<file path="config.mk">
export PLATFORM = sky130hd
export DESIGN_NAME = aes_round_ctrl
export DESIGN_NICKNAME = d
export VERILOG_FILES = /design/src/rtl/aes_round_ctrl.sv
export SDC_FILE = /design/constraint.sdc
export NUM_CORES = 1
export LEC_CHECK = 0
export ABC_CLOCK_PERIOD_IN_PS = 1800
export CAP_MARGIN = 25
export CORE_MARGIN = 3
export CORE_UTILIZATION = 46
export DETAILED_ROUTE_END_ITERATION = 8
export PLACE_DENSITY_LB_ADDON = 0.15
export SLEW_MARGIN = 20
export SYNTH_ARGS = -nofsm -noshare
export SYNTH_HDL_FRONTEND = slang
export SYNTH_SLANG_ARGS = --single-unit
</file>
<file path="constraint.sdc">
create_clock -name clk -period 1.8 [get_ports clk]
set_input_delay 0.18 -clock clk [delete_from_list [all_inputs] [get_ports clk]]
set_output_delay 0.18 -clock clk [all_outputs]
set_load 0.01 [all_outputs]
</file>
<file path="src/rtl/aes_round_ctrl.sv">
// aes_round_ctrl: sequencer for the AES-128 round datapath.
// Accepts a block start, then walks rounds 0..NR: fetch the round key,
// pulse ok_row, wait for ok_col. Flags rounds 0 and NR so mixcol is
// bypassed there, and reports done, or err if ok_col never arrives.
// Ports:
//   clk, rst       clock, synchronous active-high reset
//   start, ready   block request (sampled in IDLE) / idle indicator
//   ld_state       1-cycle pulse: load plaintext into the state register
//   key_req/ack    round key handshake for index `round`
//   round          current round index 0..NR
//   is_first/final round 0 / round NR while busy
//   ok_row, ok_col round issue pulse / datapath round result valid
//   done, err      1-cycle completion / timeout-abort pulses
// All outputs are registered. They are computed from next-state values,
// so each one equals a Moore decode of the current state.
module aes_round_ctrl #(
  parameter int unsigned NR      = 10,
  parameter int unsigned RW      = 4,
  parameter int unsigned TIMEOUT = 16,
  parameter int unsigned TW      = 5
) (
  input  logic          clk,
  input  logic          rst,
  input  logic          start,
  output logic          ready,
  output logic          ld_state,
  output logic          key_req,
  input  logic          key_ack,
  output logic [RW-1:0] round,
  output logic          is_first,
  output logic          is_final,
  output logic          ok_row,
  input  logic          ok_col,
  output logic          done,
  output logic          err
);

  localparam logic [2:0] S_IDLE  = 3'd0;
  localparam logic [2:0] S_LOAD  = 3'd1;
  localparam logic [2:0] S_KEY   = 3'd2;
  localparam logic [2:0] S_ISSUE = 3'd3;
  localparam logic [2:0] S_WAIT  = 3'd4;
  localparam logic [2:0] S_DONE  = 3'd5;
  localparam logic [2:0] S_ERR   = 3'd6;

  localparam logic [RW-1:0] LAST_ROUND = RW'(NR);
  localparam logic [TW-1:0] LAST_TICK  = TW'(TIMEOUT - 1);

  logic [2:0]    state_q, state_d;
  logic [RW-1:0] round_q, round_d;
  logic [TW-1:0] timer_q, timer_d;
  logic          busy_d;

  // Next-state, round index and wait timer.
  always_comb begin
    state_d = state_q;
    round_d = round_q;
    timer_d = timer_q;
    case (state_q)
      S_IDLE: begin
        if (start) begin
          state_d = S_LOAD;
          round_d = '0;
        end
      end
      S_LOAD:  state_d = S_KEY;
      S_KEY: begin
        if (key_ack) state_d = S_ISSUE;
      end
      S_ISSUE: begin
        state_d = S_WAIT;
        timer_d = '0;
      end
      S_WAIT: begin
        timer_d = timer_q + TW'(1);
        // ok_col takes priority over a coincident timeout.
        if (ok_col) begin
          if (round_q == LAST_ROUND) begin
            state_d = S_DONE;
          end else begin
            round_d = round_q + RW'(1);
            state_d = S_KEY;
          end
        end else if (timer_q == LAST_TICK) begin
          state_d = S_ERR;
        end
      end
      S_DONE, S_ERR: begin
        state_d = S_IDLE;
        round_d = '0;
      end
      default: begin
        state_d = S_IDLE;
        round_d = '0;
      end
    endcase
  end

  assign busy_d = (state_d != S_IDLE) && (state_d != S_DONE) && (state_d != S_ERR);

  // State registers and registered output decode.
  always_ff @(posedge clk) begin
    if (rst) begin
      state_q  <= S_IDLE;
      round_q  <= '0;
      timer_q  <= '0;
      ready    <= 1'b1;
      ld_state <= 1'b0;
      key_req  <= 1'b0;
      is_first <= 1'b0;
      is_final <= 1'b0;
      ok_row   <= 1'b0;
      done     <= 1'b0;
      err      <= 1'b0;
    end else begin
      state_q  <= state_d;
      round_q  <= round_d;
      timer_q  <= timer_d;
      ready    <= (state_d == S_IDLE);
      ld_state <= (state_d == S_LOAD);
      key_req  <= (state_d == S_KEY);
      is_first <= busy_d && (round_d == '0);
      is_final <= busy_d && (round_d == LAST_ROUND);
      ok_row   <= (state_d == S_ISSUE);
      done     <= (state_d == S_DONE);
      err      <= (state_d == S_ERR);
    end
  end

  assign round = round_q;

endmodule
</file>
==> out/qor.tcl, run 1 <==
set qor(area_growth_syn_to_layout_pct) 33.25
set qor(drt-vias-per-instance) 5.557
set qor(postSynthNetCount) 132
set qor(grt.overflow.total) 0
set qor(tritoncts) {done}
set qor(rows) 16
set qor(layout.nets) 159
set qor(detailroute.via_count) 978
set qor(yosys_warnings) 0
set qor(pwr_density_cell_nw_per_um2) 727.6
set qor(fin_cells) 176
set qor(drt_wl_total_um) 2263
set qor(pin_count) 17
set qor(p_total_uw) 981.4
set qor(worst_setup_end_kind) {register}
set qor(maxSlewHeadroom) 0.7791
set qor(first_iter_violations) 19
set qor(h-tree-depth) 1
set qor(drt_first_pass_iters) 4
set qor(portBuffers) 16
set qor(vias_in_the_first_global_route) 854
set qor(numClockSinks) 20
set qor(die_h_um) 52.91
set qor(dieArea_um2) 2799
set qor(insertion_delay_ns) 0.30
set qor(number_of_antenna_violations_at_the_first_check_in_global_routing) 0
set qor(post_synth_num_cell_types) 38
set qor(critPathLaunchType) {register}
set qor(post_cts_repair_timing_setup_buffer_count) 0
set qor(final_layout_size_suffix_gt1_frac) 0.1611
set qor(largest_net_degree_at_the_start_of_global_routing) 13
set qor(outcome) {completed}
set qor(holdWs_ns) 0.4987
set qor(post_place_cells) 172
set qor(slew_at_the_pin_closest_to_its_max_slew_limit_ns) 0.3229
set qor(numCtsBuffers) 3
set qor(grt_use_total) 0.1753
set qor(vdd_ir_drop_max_mv) 0.5519
set qor(cts_root_buf) {clkbuf_4}
set qor(hpwl_um) 1697
set qor(fin_skew_ns) 0.003242
set qor(core-area_um2) 2022
set qor(grt_first_pass_wirelength_um) 3581
set qor(wl_per_cell_um) 12.86
set qor(drt.antenna.violating_nets) 0
set qor(critical_path_class) {reg -> reg}
set qor(synth.ff_latch_count) 20
set qor(floorplan.die.width_um) 52.91
set qor(gpl.final_weighted_congestion) 0.8437
set qor(antenna_diode_count) 0
set qor(layout_min_cycle_time_ns) 1.720
set qor(clock_tree.buffer_depth) 2
set qor(worst-path-max-fanout) 4
set qor(fin_crit_sh) 0.9558
set qor(max_cap_viol_count) 0
set qor(hold_class) {reg -> reg}
set qor(finalSetupViolCount) 0
set qor(synthesis.instances) 123
set qor(initial_utilization) 0.5006
set qor(p_leak_nw) 0.5227
set qor(cp_data_required_time_ns) 2.02
set qor(ys_seq_area_frac) 0.3956
set qor(cp_data_arrival_time_ns) 1.94
set qor(mappedNetlistArea_um2) 1012
set qor(top_achievable_clock_speed_mhz) 581.3
set qor(route.detailed.drc) 0
set qor(cts.clk_slew.worst_paths_ns) 0.11
set qor(hold_violations) 0
set qor(avgSynthCellArea_um2) 8.229
set qor(setup_repair_after_global_routing_missed_its_margin) {yes}
set qor(slew_viol_final) 0
-- kinds of logic (layout without fill, tap and decap cells) --
group,after synthesis,after routing,share of synthesized area
flops,20,20,0.3955
xor+xnor,1,1,0.008654
compound gates,34,34,0.2163
simple gates,52,52,0.2818
fa+ha+maj,4,4,0.04945
buf+inv,12,38,0.04820
-- sequential cells by signal, summed over array words and instances (netlist names) --
register	count
done	1
err	1
is_final	1
is_first	1
key_req	1
ld_state	1
ok_row	1
ready	1
round	4
state_q	3
timer_q	5
-- area by class of cell --
class | count | area (um2)
Sequential cell | 20 | 401.6
Timing Repair Buffer | 29 | 257.7
Tap cell | 27 | 33.78
Clock buffer | 3 | 22.52
Inverter | 5 | 18.77
Clock inverter | 1 | 30.03
Multi-Input combinational cell | 91 | 584.3
Fill cell | 173 | 673.1
-- metal layers --
layer | share of wire | GRT usage | routed length, um | up-vias
li1 | - | - | - | 496
met1 | 0.47 | 0.2422 | 1068 | 455
met2 | 0.47 | 0.2583 | 1053 | 25
met3 | 0.053 | 0.05634 | 120 | 2
met4 | 0.0088 | 0.05106 | 20 | 0
met5 | 0 | 0 | 0 | -
-- layout by cell type (no fill, tap or decap), types with 2 or more instances in the layout --
cell             Yosys  routed
nand2_1              9       9
buf_4                0      13
clkbuf_4             0       3
nor4_1               3       2
dfxtp_1             20      19
nor3_1               3       3
o21ai_0              9       8
nand3b_1             2       2
nand2b_1             2       2
inv_1                5       5
a211oi_1             2       2
a2111oi_0            2       2
nor2b_1              2       2
nor2_1              14      13
and3_1               5       5
a21oi_1             12      12
ha_1                 4       4
clkdlybuf4s50_1      0      16
-- per-stage QoR --
step	setup TNS (ns)	setup WS [ns]	util	area [um2]
floorplan	0	0.08411	-	1012
global placement	-0.01925	-0.01925	0.6300	1274
detailed placement	-0.05135	-0.02858	0.6300	1274
CTS	0	0.03172	0.6603	1335
global route	-0.01329	-0.01329	0.6671	1349
finish	0	0.07963	0.6671	1349
-- cell usage after synthesis --
| cell | instances | area share |
|---|---|---|
| a2111oi_0 | 2 | 0.017 |
| a2111oi_1 | 1 | 0.0099 |
| a211oi_1 | 2 | 0.015 |
| a211oi_2 | 1 | 0.012 |
| a21boi_0 | 1 | 0.0074 |
| a21o_1 | 1 | 0.0074 |
| a21oi_1 | 12 | 0.059 |
| a22oi_1 | 1 | 0.0074 |
| a311o_1 | 1 | 0.0099 |
| a32o_1 | 1 | 0.0099 |
| a41oi_1 | 1 | 0.0087 |
| and2_1 | 1 | 0.0062 |
| and2b_1 | 1 | 0.0074 |
| and3_1 | 5 | 0.031 |
| and3b_1 | 1 | 0.0087 |
| and4b_1 | 1 | 0.0099 |
| and4bb_2 | 1 | 0.012 |
| buf_2 | 3 | 0.015 |
| clkbuf_1 | 4 | 0.015 |
| dfxtp_1 | 20 | 0.40 |
| ha_1 | 4 | 0.049 |
| inv_1 | 5 | 0.019 |
| nand2_1 | 9 | 0.033 |
| nand2b_1 | 2 | 0.012 |
| nand3_1 | 1 | 0.0049 |
| nand3b_1 | 2 | 0.015 |
| nand4_1 | 1 | 0.0062 |
| nor2_1 | 14 | 0.052 |
| nor2b_1 | 2 | 0.012 |
| nor3_1 | 3 | 0.015 |
| nor3b_1 | 2 | 0.015 |
| nor4_1 | 3 | 0.019 |
| o21ai_0 | 9 | 0.044 |
| o31ai_1 | 1 | 0.0074 |
| or3_1 | 1 | 0.0062 |
| or3b_1 | 1 | 0.0087 |
| or4_1 | 1 | 0.0074 |
| xnor2_1 | 1 | 0.0087 |
-- worst max-delay path, cell delays in order, from the launching register on --
cell,delay [ns]
dfxtp_2,0.35
ha_1,0.19
and3_1,0.18
ha_1,0.19
nor2_2,0.12
a311o_1,0.14
a41oi_2,0.10
buf_4,0.16
nor4_2,0.22
-- where the power goes --
group | switching (mW) | internal (mW)
clock | 0.136 | 0.225
combinational | 0.0729 | 0.0742
sequential | 0.0132 | 0.460
-- worst paths after layout --
path	from	end	slack (ns)	cells after the start
worst max-delay path	timer_q[1]	is_final	0.08	8
worst min-delay path	timer_q[1]	timer_q[1]	0.50	2
worst max register to register	timer_q[1]	is_final	0.08	8
worst min register to register	timer_q[1]	timer_q[1]	0.50	2
-- what timing repair did --
item,CTS,global route
gates resized for setup,2,4
pin swaps,0,1
hold buffers,0,0
endpoints found under the setup margin,1,5
Power figures use the tool's default switching activity.
==> run 2, diff against run 1 <==
- MAX_ROUTING_LAYER: not set -> met4
- TNS_END_PERCENT: not set -> 10
==> run 2 against run 1 <==
  * Routed wire length fell by 1.8%
  * First-iteration DRC count unchanged
  * Worst hold slack about the same
  * Sequential share of layout area up 0.14 points
  * Maximum frequency decreased by 0.16%
  * Sequential power about the same
  * Cell area shrank 0.46%
  * Via count down 0.82%
  * Count of clock-buffer cells in the layout stayed put
  * Largest cell class unchanged
==> out/qor.tcl, run 2 (synthesized netlist as in run 1, its figures left out) <==
set qor(setup_repair_after_global_routing_missed_its_margin) {yes}
set qor(worst_setup_end_kind) {register}
set qor(drt-vias-per-instance) 5.511 ;# -0.82%
set qor(fin_setup_tns_ns) 0 ;# unchanged
set qor(timing.hold.worst.start) {timer_q[1]}
set qor(wl_per_cell_um) 12.63 ;# -1.8%
set qor(cts.clk_slew.worst_paths_ns) 0.11 ;# about the same
set qor(drt_wl_total_um) 2222 ;# -1.8%
set qor(stdcell_area_um2) 1343 ;# -0.46%
set qor(slew_at_the_pin_closest_to_its_max_slew_limit_ns) 0.3229 ;# -0.000007629 ns
set qor(layout.nets) 159 ;# unchanged
set qor(vdd_ir_drop_max_mv) 0.5517 ;# about the same
set qor(cpPeakStageDelay_ns) 0.35 ;# about the same
set qor(layout_min_cycle_time_ns) 1.723 ;# +0.002709 ns
set qor(cp_top_family) {simple AND/OR/NAND/NOR gates}
set qor(detailroute.via_count) 970 ;# -0.82%
set qor(layout_common_cells) {dfxtp_1 (19), clkdlybuf4s50_1 (16), nor2_1 (13), buf_4 (13), a21oi_1 (12)}
set qor(dieArea_um2) 2799 ;# unchanged
set qor(fin_skew_ns) 0.001085 ;# -0.002157 ns
set qor(first_iter_violations) 19 ;# unchanged
set qor(hold_buffers) 0 ;# unchanged
set qor(maxSlewHeadroom) 0.7791 ;# about the same
set qor(slew_viol_final) 0 ;# unchanged
set qor(critPathLaunchType) {register}
set qor(pin_count) 17 ;# unchanged
set qor(rows) 16 ;# unchanged
set qor(drt_first_pass_iters) 6 ;# +2
set qor(critPathSlowestCell) {dfxtp_2}
set qor(initial_utilization) 0.5006 ;# unchanged
set qor(antenna_diode_count) 0 ;# unchanged
set qor(critical_path.most_common_cell) {ha_1}
set qor(tritoncts) {done}
set qor(cp_data_arrival_time_ns) 1.94 ;# about the same
set qor(numClockSinks) 20 ;# unchanged
set qor(grt_use_total) 0.1798 ;# +0.004457
set qor(h-tree-depth) 1 ;# unchanged
set qor(commonest_non_fill_non_tap_cell_in_the_layout) {dfxtp_1}
set qor(worst_setup_path_startpoint) {timer_q[1]}
set qor(finalSetupViolCount) 0 ;# unchanged
set qor(max_cap_viol_count) 0 ;# unchanged
set qor(drt.antenna.violating_nets) 0 ;# unchanged
set qor(floorplan.die.width_um) 52.91 ;# unchanged
set qor(grt.overflow.total) 0 ;# unchanged
set qor(hpwl_um) 1697 ;# unchanged
set qor(largest_net_degree_at_the_start_of_global_routing) 13 ;# unchanged
set qor(insertion_delay_ns) 0.30 ;# about the same
set qor(route.detailed.drc) 0 ;# unchanged
set qor(dpl_cell_area_um2) 1274 ;# unchanged
set qor(worst-path-max-fanout) 4 ;# unchanged
set qor(fin_crit_sh) 0.9573 ;# +0.001505
set qor(critical_path_class) {reg -> reg}
set qor(die_h_um) 52.91 ;# unchanged
set qor(area_growth_syn_to_layout_pct) 32.63
set qor(numCtsBuffers) 3 ;# unchanged
set qor(cts_root_buf) {clkbuf_4}
set qor(portBuffers) 16 ;# unchanged
set qor(final_layout_size_suffix_gt1_frac) 0.1544 ;# -0.006711
set qor(clock_tree.buffer_depth) 2 ;# unchanged
set qor(largest-register) {timer_q}
set qor(hold_violations) 0 ;# unchanged
set qor(rr_startpoint) {timer_q[1]}
set qor(grt_first_pass_wirelength_um) 3581 ;# unchanged
set qor(cp_cell_sequence) {ha_1, and3_1, ha_1, nor2_2, a311o_1, a41oi_2, buf_4, nor4_1}
set qor(number_of_antenna_violations_at_the_first_check_in_global_routing) 0 ;# unchanged
set qor(max_reg_flops) 5 ;# unchanged
set qor(hold_class) {reg -> reg}
set qor(pwr_density_cell_nw_per_um2) 729.0 ;# +0.19%
set qor(outcome) {completed}
set qor(core-area_um2) 2022 ;# unchanged
set qor(gpl.final_weighted_congestion) 0.8569 ;# +1.6%
set qor(cp_data_required_time_ns) 2.02 ;# about the same
set qor(vias_in_the_first_global_route) 855 ;# +0.12%
set qor(cp.buffers_inverters) 1 ;# unchanged
set qor(p_leak_nw) 0.5226 ;# about the same
set qor(top_achievable_clock_speed_mhz) 580.4 ;# -0.16%
==> run 2: area by class of cell <==
type	count	area, um2
multi-input combinational	91	578.1
tap	27	33.78
fill	172	679.4
inverter	5	18.77
clock buffer	3	22.52
timing repair buffer	29	257.7
clock inverter	1	30.03
sequential	20	401.6
==> run 2: through the flow <==
| step | std cells | hold slack [ns] | setup WS (ns) | total power [mW] | util |
|---|---|---|---|---|---|
| finish | 176 | 0.4988 | 0.07692 | 0.9787 | 0.6640 |
| global route | 176 | 0.5359 | -0.02591 | 1.019 | 0.6640 |
| CTS | 176 | 0.5033 | 0.03172 | 0.9882 | 0.6603 |
| detailed placement | 172 | 0.5028 | -0.02858 | 0.6279 | 0.6300 |
| global placement | 172 | 0.4853 | -0.01925 | 0.6255 | 0.6300 |
| floorplan | 123 | 0.2568 | 0.08411 | 0.5538 | - |
==> run 2: path summary, 6_finish.rpt <==
kind | end | slack, ns | cells past startpoint
hold reg to reg | timer_q[1] | 0.50 | 2
setup / recovery | is_final | 0.08 | 8
setup reg to reg | is_final | 0.08 | 8
hold / removal | timer_q[1] | 0.50 | 2
==> run 2: routing by layer <==
layer | global-route usage | wire, um | share of wire | vias up
met5 | - | 0 | 0 | -
met4 | 0.05106 | 19 | 0.0086 | 0
met3 | 0.05070 | 128 | 0.058 | 2
met2 | 0.2583 | 992 | 0.45 | 28
met1 | 0.2457 | 1082 | 0.49 | 442
li1 | - | - | - | 498
==> run 2: power breakdown <==
group | internal, mW | total (mW) | switching [mW]
Combinational | 0.0741 | 0.146 | 0.0721
Sequential | 0.460 | 0.473 | 0.0130
Clock | 0.225 | 0.359 | 0.134
==> run 2: worst register-to-register path, stage by stage, from the launching register on <==
cell     delay (ns)
dfxtp_2        0.35
ha_1           0.19
and3_1         0.18
ha_1           0.19
nor2_2         0.12
a311o_1        0.14
a41oi_2        0.10
buf_4          0.15
nor4_1         0.22
==> run 2: what timing repair did <==
action / CTS / global route
endpoints found under the setup margin: 1 / 5
gates resized for setup: 2 / 3
endpoints found under the hold margin: 0 / 0
pin swaps: 0 / 1
setup buffers: 0 / 0
==> run 3, diff against run 2 <==
- GPL_TIMING_DRIVEN: not set -> 0
==> run 3 against run 2 <==
  * Setup slack lost 0.045 ns
  * Critical path depth decreased by 1
  * Register-to-register slack got worse by 0.05 ns
  * Sequential cell count unchanged
==> out/qor.tcl, run 3 (synthesized netlist as in run 1, its figures left out) <==
set qor(floorplan.die.width_um) 52.91 ;# unchanged
set qor(hold_buffers) 0 ;# unchanged
set qor(slew_at_the_pin_closest_to_its_max_slew_limit_ns) 0.5140 ;# +0.1911 ns
set qor(fin_cells) 173 ;# -1.7%
set qor(detailroute.via_count) 1016 ;# +4.7%
set qor(wl_per_cell_um) 14.43 ;# +14%
set qor(switching_share) 0.2460 ;# +0.02165
set qor(rows) 16 ;# unchanged
set qor(slew_viol_final) 0 ;# unchanged
set qor(worst_setup_end_kind) {register}
set qor(finalSetupViolCount) 0 ;# unchanged
set qor(drt-vias-per-instance) 5.873 ;# +6.6%
set qor(layout_min_cycle_time_ns) 1.768 ;# +0.04527 ns
set qor(critical_path_class) {reg -> reg}
set qor(gpl.final_weighted_congestion) 0.8085 ;# -5.6%
set qor(clock_tree.buffer_depth) 2 ;# unchanged
set qor(combinationalPowerShare) 0.146 ;# -0.003
set qor(tritoncts) {done}
set qor(die_h_um) 52.91 ;# unchanged
set qor(hold_violations) 0 ;# unchanged
set qor(post_place_cells) 166 ;# -3.5%
set qor(sequentialPowerShare) 0.474 ;# -0.009
set qor(grt_use_total) 0.2069 ;# +0.02714
set qor(antenna_diode_count) 0 ;# unchanged
set qor(fin_crit_sh) 0.9824 ;# +0.02515
set qor(vias_in_the_first_global_route) 905 ;# +5.8%
set qor(cts.clk_slew.worst_paths_ns) 0.13 ;# +0.02 ns
set qor(drt_wl_total_um) 2497 ;# +12%
set qor(initial_utilization) 0.5006 ;# unchanged
set qor(layout.nets) 156 ;# -1.9%
set qor(finalWorstSetupSlack_ns) 0.03164 ;# -0.04527 ns
set qor(cp_data_arrival_time_ns) 1.98 ;# +0.04 ns
set qor(cp_data_required_time_ns) 2.01 ;# about the same
set qor(intPower_uw) 749.8 ;# -1.2%
set qor(fin_util) 0.6757 ;# +0.01176
set qor(commonest_non_fill_non_tap_cell_in_the_layout) {dfxtp_1}
set qor(pre_cts_ws_ns) -0.1772 ;# -0.1486 ns
set qor(pwr_density_cell_nw_per_um2) 727.8 ;# -0.17%
set qor(hold_class) {reg -> reg}
set qor(power_frac_clock) 0.380 ;# +0.013
set qor(rr_startpoint) {timer_q[0]}
set qor(first_iter_violations) 32 ;# +13
set qor(p_total_uw) 994.4 ;# +1.6%
set qor(worst_setup_path_startpoint) {timer_q[0]}
set qor(max_reg_flops) 5 ;# unchanged
set qor(pin_count) 17 ;# unchanged
set qor(worst-path-max-fanout) 4 ;# unchanged
set qor(maxSlewHeadroom) 0.6573 ;# -0.1218
set qor(drt_first_pass_iters) 5 ;# -1
set qor(largest-register) {timer_q}
set qor(setup_repair_after_global_routing_missed_its_margin) {yes}
set qor(fin_skew_ns) 0.01213 ;# +0.01104 ns
set qor(final_layout_size_suffix_gt1_frac) 0.1849 ;# +0.03057
set qor(grt_first_pass_wirelength_um) 4126 ;# +15%
set qor(critPathLaunchType) {register}
set qor(outcome) {completed}
set qor(core-area_um2) 2022 ;# unchanged
set qor(area_growth_syn_to_layout_pct) 34.98
set qor(top_achievable_clock_speed_mhz) 565.5 ;# -2.6%
set qor(h-tree-depth) 1 ;# unchanged
set qor(insertion_delay_ns) 0.32 ;# +0.02 ns
set qor(max_cap_viol_count) 0 ;# unchanged
set qor(route.detailed.drc) 0 ;# unchanged
set qor(vdd_ir_drop_max_mv) 0.5138 ;# -6.9%
set qor(portBuffers) 16 ;# unchanged
set qor(layout_common_cells) {dfxtp_1 (17), clkdlybuf4s50_1 (16), nor2_1 (13)}
set qor(largest_net_degree_at_the_start_of_global_routing) 13 ;# unchanged
set qor(number_of_antenna_violations_at_the_first_check_in_global_routing) 0 ;# unchanged
set qor(numClockSinks) 20 ;# unchanged
set qor(drt.antenna.violating_nets) 0 ;# unchanged
set qor(grt.overflow.total) 0 ;# unchanged
set qor(net-switching-power_uw) 244.6 ;# +11%
set qor(hpwl_um) 1623 ;# -4.3%
set qor(p_leak_nw) 0.4903 ;# -6.2%
set qor(dieArea_um2) 2799 ;# unchanged
set qor(cts_root_buf) {clkbuf_4}
set qor(timing.hold.worst.start) {timer_q[3]}
set qor(fillCellCount) 176 ;# +2.3%
set qor(numCtsBuffers) 3 ;# unchanged
run 3: changes by cell type in the layout (fill, tap and decap cells not counted), moves of 2 or more:
cell / previous run / this run
nor4_1: 3 / 0
dfxtp_4: 0 / 2
buf_4: 13 / 3
ha_1: 4 / 2
clkbuf_1: 0 / 4
dfxtp_1: 19 / 17
nor4_2: 0 / 3
ha_4: 0 / 2
buf_2: 0 / 3
run 3: timing repair:
| action | 4_1_cts | 5_1_grt |
|---|---|---|
| hold endpoints to repair | 0 | 0 |
| buffers inserted | 0 | 3 |
| gates resized for setup | 6 | 14 |
| pin swaps | 1 | 7 |
| endpoints found under the setup margin | 7 | 8 |
run 3: stage by stage:
stage,setup TNS (ns),cell area (um2),hold WS (ns)
5_1_grt,-0.1004,1366,0.5522
4_1_cts,0,1276,0.5006
3_5_place_dp,-0.7751,1206,0.4834
6_report,0,1366,0.5065
3_3_place_gp,-0.4150,1206,0.4747
2_1_floorplan,0,1012,0.2568
run 3: cell type report:
cell class	instances	area, um2	share of cell area
plain buffers	7	30.03	0.02198
clock buffers	3	22.52	0.01648
clock inverters	1	30.03	0.02198
inverters	5	18.77	0.01374
multi-input cells	91	639.4	0.4679
flip-flops and latches	20	409.1	0.2995
well taps	27	33.78	0.02473
repair buffers	19	182.7	0.1337
run 3: metal layers:
metal	global-route usage	vias up	routed length, um
met3	0.04225	5	173
met2	0.3223	41	1187
met5	-	-	0
met1	0.2631	476	1099
met4	0.08085	0	36
li1	-	494	-
run 3: power groups by stage:
stage	registers, mW	clock network (mW)	logic, mW
after floorplan	0.486	0	0.0675
after global placement	0.482	0	0.122
after detailed placement	0.483	0	0.124
after CTS	0.473	0.378	0.129
after global routing	0.474	0.390	0.159
final	0.471	0.378	0.145
run 3: final timing paths:
path,endpoint,slack [ns],cells after the start
setup / recovery,is_first,0.03,7
setup reg to reg,is_first,0.03,7
hold reg to reg,timer_q[3],0.51,2
hold / removal,timer_q[3],0.51,2
run 3: worst max-delay path, stage by stage, from the launching register on:
cell and delay, ns:
dfxtp_4 0.40, ha_4 0.14, and3_4 0.19, ha_4 0.13, nor2_2 0.04, a311o_1 0.28, a41oi_2 0.22, and4bb_2 0.26
